===== src/rtl/spi_tx_rr_arbiter.sv =====
// Round-robin arbiter sharing one SPI mode-3 byte transmitter among NUM_REQ requesters.
// Optional build macro SPI_ARB_LOCK_EN adds In_lock for multi-byte bursts by one owner.
module spi_tx_rr_arbiter #(
  parameter int NUM_REQ     = 4,
  parameter int TIMEOUT_CYC = 1024
) (
  input  logic                 In_clk,
  input  logic                 In_rst,
  input  logic [NUM_REQ-1:0]   In_req,
  input  logic [8*NUM_REQ-1:0] In_data,
  output logic [NUM_REQ-1:0]   Out_grant,
  output logic [NUM_REQ-1:0]   Out_ack,
  output logic                 Out_err,
  output logic                 Out_busy,
  output logic                 Out_tx_req,
  output logic [7:0]           Out_tx_data,
  input  logic                 In_tx_busy
`ifdef SPI_ARB_LOCK_EN
  ,
  input  logic [NUM_REQ-1:0]   In_lock
`endif
);

  localparam int PTR_W = (NUM_REQ > 1) ? $clog2(NUM_REQ) : 1;
  localparam int TMR_W = $clog2(TIMEOUT_CYC);
  localparam logic [PTR_W-1:0] LAST_IDX = PTR_W'(NUM_REQ - 1);
  localparam logic [TMR_W-1:0] TMR_LAST = TMR_W'(TIMEOUT_CYC - 1);

  typedef enum logic [1:0] {
    IDLE  = 2'd0,
    START = 2'd1,
    XFER  = 2'd2,
    DONE  = 2'd3
  } state_t;

  state_t             state;
  logic [PTR_W-1:0]   rr_ptr;
  logic [PTR_W-1:0]   win_q;
  logic [TMR_W-1:0]   timer;
  logic               err_flag;
  logic               lock_held;

  logic [PTR_W-1:0]   scan_idx;
  logic [PTR_W-1:0]   win_idx;
  logic               win_found;
  logic [PTR_W-1:0]   pick;
  logic               pick_valid;
  logic [7:0]         sel_data;
  logic [PTR_W-1:0]   next_ptr;
  logic [NUM_REQ-1:0] lock_bits;

`ifdef SPI_ARB_LOCK_EN
  assign lock_bits = In_lock;
`else
  assign lock_bits = '0;
`endif

  // Scan from rr_ptr upward with wrap; the first active request wins.
  always_comb begin
    // NOTE: every variable gets a default before any conditional update, so no latch is inferred.
    win_found = 1'b0;
    win_idx   = '0;
    scan_idx  = rr_ptr;
    for (int i = 0; i < NUM_REQ; i++) begin
      if (!win_found && In_req[scan_idx]) begin
        win_found = 1'b1;
        win_idx   = scan_idx;
      end
      scan_idx = (scan_idx == LAST_IDX) ? '0 : scan_idx + 1'b1;
    end

    // A held lock restricts arbitration to the previous owner.
    pick       = lock_held ? win_q : win_idx;
    pick_valid = lock_held ? In_req[win_q] : win_found;
    sel_data   = In_data[{pick, 3'b000} +: 8];
    next_ptr   = (win_q == LAST_IDX) ? '0 : win_q + 1'b1;
  end

  // NOTE: sequential state uses non-blocking assignments only, so every read sees pre-edge values.
  always_ff @(posedge In_clk or posedge In_rst) begin
    if (In_rst) begin
      state       <= IDLE;
      rr_ptr      <= '0;
      win_q       <= '0;
      timer       <= '0;
      err_flag    <= 1'b0;
      lock_held   <= 1'b0;
      Out_grant   <= '0;
      Out_ack     <= '0;
      Out_err     <= 1'b0;
      Out_busy    <= 1'b0;
      Out_tx_req  <= 1'b0;
      Out_tx_data <= '0;
    end else begin
      Out_ack <= '0;
      Out_err <= 1'b0;

      case (state)
        IDLE: begin
          if (lock_held && !In_req[win_q]) begin
            // Owner walked away from its lock; return to normal rotation.
            lock_held <= 1'b0;
            Out_grant <= '0;
          end else if (pick_valid && !In_tx_busy) begin
            win_q       <= pick;
            Out_grant   <= NUM_REQ'(1) << pick;
            Out_tx_data <= sel_data;
            Out_tx_req  <= 1'b1;
            Out_busy    <= 1'b1;
            timer       <= '0;
            state       <= START;
          end
        end

        START: begin
          if (In_tx_busy) begin
            Out_tx_req <= 1'b0;
            state      <= XFER;
          end else if (timer == TMR_LAST) begin
            Out_tx_req <= 1'b0;
            err_flag   <= 1'b1;
            state      <= DONE;
          end else begin
            timer <= timer + 1'b1;
          end
        end

        XFER: begin
          if (!In_tx_busy) begin
            state <= DONE;
          end
        end

        DONE: begin
          Out_ack  <= Out_grant;
          Out_err  <= err_flag;
          err_flag <= 1'b0;
          Out_busy <= 1'b0;
          state    <= IDLE;
          if (lock_bits[win_q]) begin
            lock_held <= 1'b1;
          end else begin
            lock_held <= 1'b0;
            Out_grant <= '0;
            rr_ptr    <= next_ptr;
          end
        end

        default: state <= IDLE;
      endcase
    end
  end

endmodule


===== config.mk =====
export PLATFORM = sky130hd
export DESIGN_NAME = spi_tx_rr_arbiter
export DESIGN_NICKNAME = d
export VERILOG_FILES = /design/src/rtl/spi_tx_rr_arbiter.sv
export SDC_FILE = /design/constraint.sdc
export NUM_CORES = 1
export LEC_CHECK = 0
export BUFFER_PORTS_ARGS = -buffer_cell sky130_fd_sc_hd__buf_2
export CORE_UTILIZATION = 54
export DETAILED_ROUTE_END_ITERATION = 12
export PLACE_DENSITY = 0.84
export SYNTH_ARGS = -nofsm -noshare
export SYNTH_HDL_FRONTEND = slang
export SYNTH_SLANG_ARGS = --single-unit

===== constraint.sdc =====
create_clock -name In_clk -period 3 [get_ports In_clk]
set_input_delay 0.9 -clock In_clk [delete_from_list [all_inputs] [get_ports In_clk]]
set_output_delay 0.9 -clock In_clk [all_outputs]
set_load 0.01 [all_outputs]

== Word-level counts from Yosys, hierarchy flattened ==
Index checks and enable logic that the tools add are counted.
Word-level totals
  register bits: 37
  output and inout bits: 19
  logic and storage cells: 122
Cells by class
  $add $sub $neg: 5
  order comparisons: 5
  eq/ne operators: 18
  shift-type cells: 2
  mux-type cells: 55
  bitwise logic cells: 2
  reduce and logical (&&, ||, !) cells: 23
Operators by type and width (count)
  10-bit two-way mux: 4
  32-bit by 6-bit indexed part select with 8-bit output: 1
  2-bit two-way mux: 14
  1-bit two-way mux: 20
  10-bit case mux with 2 select lines: 1
  4-bit two-way mux: 4
  2-bit inequality test (second input constant): 8
  2-bit by 3-bit less-than comparator with 1-bit output (second input constant): 5
  1-bit binary-select mux with 2-bit select: 6
  2-bit equality test (second input constant): 6
  3-bit AND reduction: 4
  10-bit by 1-bit adder with 10-bit output (second input constant): 1
  10-bit equality test (second input constant): 1
  2-bit by 1-bit adder with 2-bit output (second input constant): 4
  1-bit case mux with 2 select lines: 4
  2-bit case mux with 4 select lines: 1
  4-bit case mux with 2 select lines: 1
  4-bit AND reduction: 2
  3-bit inequality test (second input constant): 2
  2-bit nonzero test: 3
  1-bit logical AND: 5
  1-bit logical NOT: 5
  5-bit AND reduction: 1
  2-bit AND reduction: 2
  other kinds (4): 5

== Logic depth before layout (Yosys ltp) ==
  depth after elaboration: 17
  gate-level depth with buffers: 11

== Worst setup path before layout ==
No wires, ideal clock.
  kind: input-to-reg
  start point: input In_req[2]
  end point: register Out_grant[2]
  setup time: 121 ps
  arrival time: 2652 ps
  required time: 2879 ps
  path slack: 227 ps
  cell stages on the path: 9
  cell sequence: buf_2 mux4_2 a221oi_1 a31oi_1 a211o_1 nand2_2 buf_6 o21ai_1 a22o_1
Between the ends
  word-level cells in the longest chain between the ends: 17
  elaborated cells on any way between the ends: 35
Ends and longest elaborated chain
  start, declared: line 9  | input logic [NUM_REQ-1:0] In_req,
  1-bit binary-select mux with 2-bit select: line 65  | if (!win_found && In_req[scan_idx]) begin
  1-bit two-way mux (implied by the code): line 65
  1-bit two-way mux: line 65
  1-bit logical NOT: line 65
  1-bit logical AND: line 65
  1-bit two-way mux: line 65
  1-bit logical NOT: line 65
  1-bit logical AND: line 65
  1-bit two-way mux: line 65
  1-bit logical NOT: line 65
  1-bit logical AND: line 65
  2-bit two-way mux: line 65
  2-bit two-way mux: line 73  | pick = lock_held ? win_q : win_idx;
  1-bit by 2-bit << shifter with 4-bit output: line 106  | Out_grant <= NUM_REQ'(1) << pick;
  4-bit two-way mux: line 104  | end else if (pick_valid && !In_tx_busy) begin
  4-bit two-way mux: line 100  | if (lock_held && !In_req[win_q]) begin
  4-bit case mux with 2 select lines: line 98  | case (state)
  end signal, assigned: line 106
  end, declared: line 11  | output logic [NUM_REQ-1:0] Out_grant,
Several ways; a longest one is shown, not always the timed one. The select of a mux whose other input is x is not followed.
A chain may end at the register's enable or synchronous reset.

== Worst setup path in the final report ==
  start point: register rr_ptr[0]
  end point: register Out_grant[1]
Between the ends
  word-level cells in the longest chain between the ends: 17
  elaborated cells on any way between the ends: 40
Ends and longest elaborated chain
  start, declared: line 37  | logic [PTR_W-1:0] rr_ptr;
  start signal, assigned: line 145  | rr_ptr <= next_ptr;
  parallel branches: the longest is 17 deep, another holds 2-bit by 1-bit adder with 2-bit output
Parallel ways; which one is timed is not known. The select of a mux whose other input is x is not followed.

==> impl_metrics.toml <==
[outcome]
status = "completed"

[power]
p_total_uw = 3160
clkPwrFrac = 0.136
p_switching_uw = 1400
power_leakage_uw = 0.00133
seqPwrFrac = 0.261
peakVddDrop_v = 0.000897
switching_share = 0.443
combinationalPowerShare = 0.603
p_per_area_mw_per_mm2 = 1080
intPower_uw = 1760

[cts]
cts_resized = 0
post_cts_buffers = 0
cts_root_buffer = "clkbuf_8"
cts_sinks = 36
cts_buffers = 5
cts.path.max_buffers = 2
cts_hold_buf = 0
cts_tree = "yes"
clkTransAtPathRegs_ns = 0.07
clkLatencyLatePin_ns = 0.30
cts-htree-levels = 2

[route]
wire_per_inst_um = 16.2
dr.pass1.iters = 4
routed_wl_mm = 5.70
ant_nets = 0
vias_per_cell = 5.85
vias = 2059
drc = 0
first_iter_violations = 75

[floorplan]
start_util = 0.582
num_rows = 23
design.core.area_mm2 = 0.00414
dieHeight_um = 68.8
io_pins = 58
die_w_um = 68.8
die-area_mm2 = 0.00474

[worst_setup_path]
critPathMaxFanout = 11
critPathKind = "reg2reg"
rr_worst_depth = 9
critPathRequiredTime_ns = 3.21
cp-start-kind = "flop"
cp-end-kind = "flop"
crit_arrival_ns = 3.05

[final_layout]
seq_area_um2 = 901
stdcell_area_mm2 = 0.00291
drive_gt1_frac = 0.364
nFillCells = 322
syn2layout_area_growth_pct = 20.7
finalNetCount = 348
multi_input_area_mm2 = 0.00135
antenna_cells = 0

[worst_hold_path]
min_path_type = "reg2reg"
holdPathStages = 2

[timing]
fin_crit_ns = 2.84
max_freq_mhz = 352
setup_ws_ns = 0.160
rsz0062_at_grt = "false"
relSlewSlack = 0.497
fin_crit_sh = 0.947
skew_ns = 0.00953
finalMaxSlewViolations = 0
hold_violations = 0
worstMarginPinSlew_ns = 0.748
finalSetupTns_ns = 0
whs_ns = 0.518
setup_viol = 0

[job]
drv_cap = 0

[synth]
synth_top_cell_by_area = "dfrtp_1"
syn-num-nets = 285
syn_area_per_cell_um2 = 10.1
synthArstFlopShare = 1.00
syn-cell-area_mm2 = 0.00241
synth_top_area_frac = 0.374
postSynthCellCount = 238
ys_seq_area_frac = 0.374
synth_seq_cells = 36
synthTopCellsByArea = "dfrtp_1, o32ai_2, mux2i_1, a221oi_2, ha_1"
synth_top_flop_cell = "dfrtp_1"
yosysWarnings = 0
synth_cell_types = 55
synth-edff-count = 0

[placed_design]
postPlaceCellArea_mm2 = 0.00280
dp_hpwl_mm = 4.12
place_ws_ns = 0.0111
gp_congestion = 0.827
portBuffers = 57

[global_routing]
grtUsageTotal = 0.255
grt_pass1_wl_mm = 8.76
antenna_found_initial = 0
grt_max_degree = 37
grt_pass1_vias = 1903
overflow = 0
path summary, 6_finish.rpt:
kind                       slack (ns)        endpoint  startpoint
setup / recovery                 0.16    Out_grant[1]   rr_ptr[0]
hold / removal                   0.52        timer[1]    timer[1]
setup reg to reg                 0.16    Out_grant[1]   rr_ptr[0]
hold reg to reg                  0.52        timer[1]    timer[1]
max in group asynchronous        1.98  Out_tx_data[7]      In_rst
min in group asynchronous        0.69        timer[7]      In_rst
stage by stage:
stage | utilization | cells
CTS | 0.702 | 352
detailed placement | 0.675 | 344
global route | 0.702 | 352
global placement | 0.675 | 344
finish | 0.702 | 352
floorplan | - | 238
cells in the mapped netlist, types with 5 or more instances:
| cell type | count |
|---|---|
| clkbuf_1 | 5 |
| and2_1 | 6 |
| dfrtp_1 | 36 |
| o32ai_2 | 8 |
| inv_1 | 21 |
| mux2i_1 | 12 |
| a21oi_1 | 12 |
| a221oi_2 | 8 |
| o21ai_0 | 13 |
| nand3_1 | 5 |
| ha_1 | 8 |
| mux2_2 | 5 |
| or3_1 | 5 |
| nand2_1 | 14 |
| nor2_1 | 11 |
power groups by stage:
stage / Combinational, µW / Sequential [µW] / Clock (µW)
final: 1900 / 825 / 429
after global routing: 2080 / 846 / 459
after CTS: 1900 / 824 / 434
after detailed placement: 1890 / 828 / 0
after global placement: 1820 / 820 / 0
after floorplan: 1390 / 841 / 0
layout make-up:
class / instances / share of cell area
multi-input cells: 167 / 0.463
well taps: 50 / 0.0215
clock buffers: 5 / 0.0236
repair buffers: 70 / 0.140
flip-flops and latches: 36 / 0.310
inverters: 21 / 0.0271
clock inverters: 3 / 0.0146
critical path, cell delays in order, from the launching register on:
cell and delay [ns]:
dfrtp_1 0.39, ha_1 0.35, buf_4 0.20, nor4b_1 0.49
a211oi_4 0.12, o311ai_2 0.36, buf_4 0.24, and2_1 0.30
inv_1 0.12, o22ai_1 0.18
sequential cells by signal, summed over array words and instances, names as in the netlist, 2 cells and up:
register and flops:
timer 10, Out_tx_data 8, Out_ack 4, Out_grant 4, rr_ptr 2, state 2, win_q 2
cells by family after synthesis:
family	after synthesis	share of synthesized area
AO/OA/AOI/OAI	71	0.262
XOR/XNOR	4	0.0145
adder cells (fa/ha/maj)	8	0.0415
buffers and inverters	35	0.0701
flip-flops	36	0.374
multiplexers	19	0.0919
AND/OR/NAND/NOR	65	0.146
per-layer routing:
metal  up-vias  GRT usage  share of wire
met3         8     0.0641          0.038
met5         -          0              0
li1       1011          -              -
met1       989      0.325           0.44
met4         0     0.0714          0.011
met2        51      0.425           0.51
cell usage in the layout, fill, tap and decap left out, types with 2 or more instances in the layout:
cell type,instances
o21ai_1,4
nor3_1,3
o22ai_1,2
a21oi_1,12
a221oi_2,8
o31ai_1,2
nand2_1,14
buf_12,2
mux2_2,5
nand2b_1,3
and2_1,6
xnor2_1,4
o21ai_0,13
o32ai_2,8
buf_2,57
nor2b_1,4
nand4_1,2
or3_1,5
nor4_1,2
inv_1,21
ha_1,8
nor2_2,2
mux2i_1,12
clkbuf_8,5
buf_4,11
a22o_1,2
mux4_2,2
a211oi_1,2
dfrtp_1,36
nand3_1,5
a211o_1,2
nor4b_1,2
nor2_1,11
No activity file was read; power rests on OpenSTA's default activity.
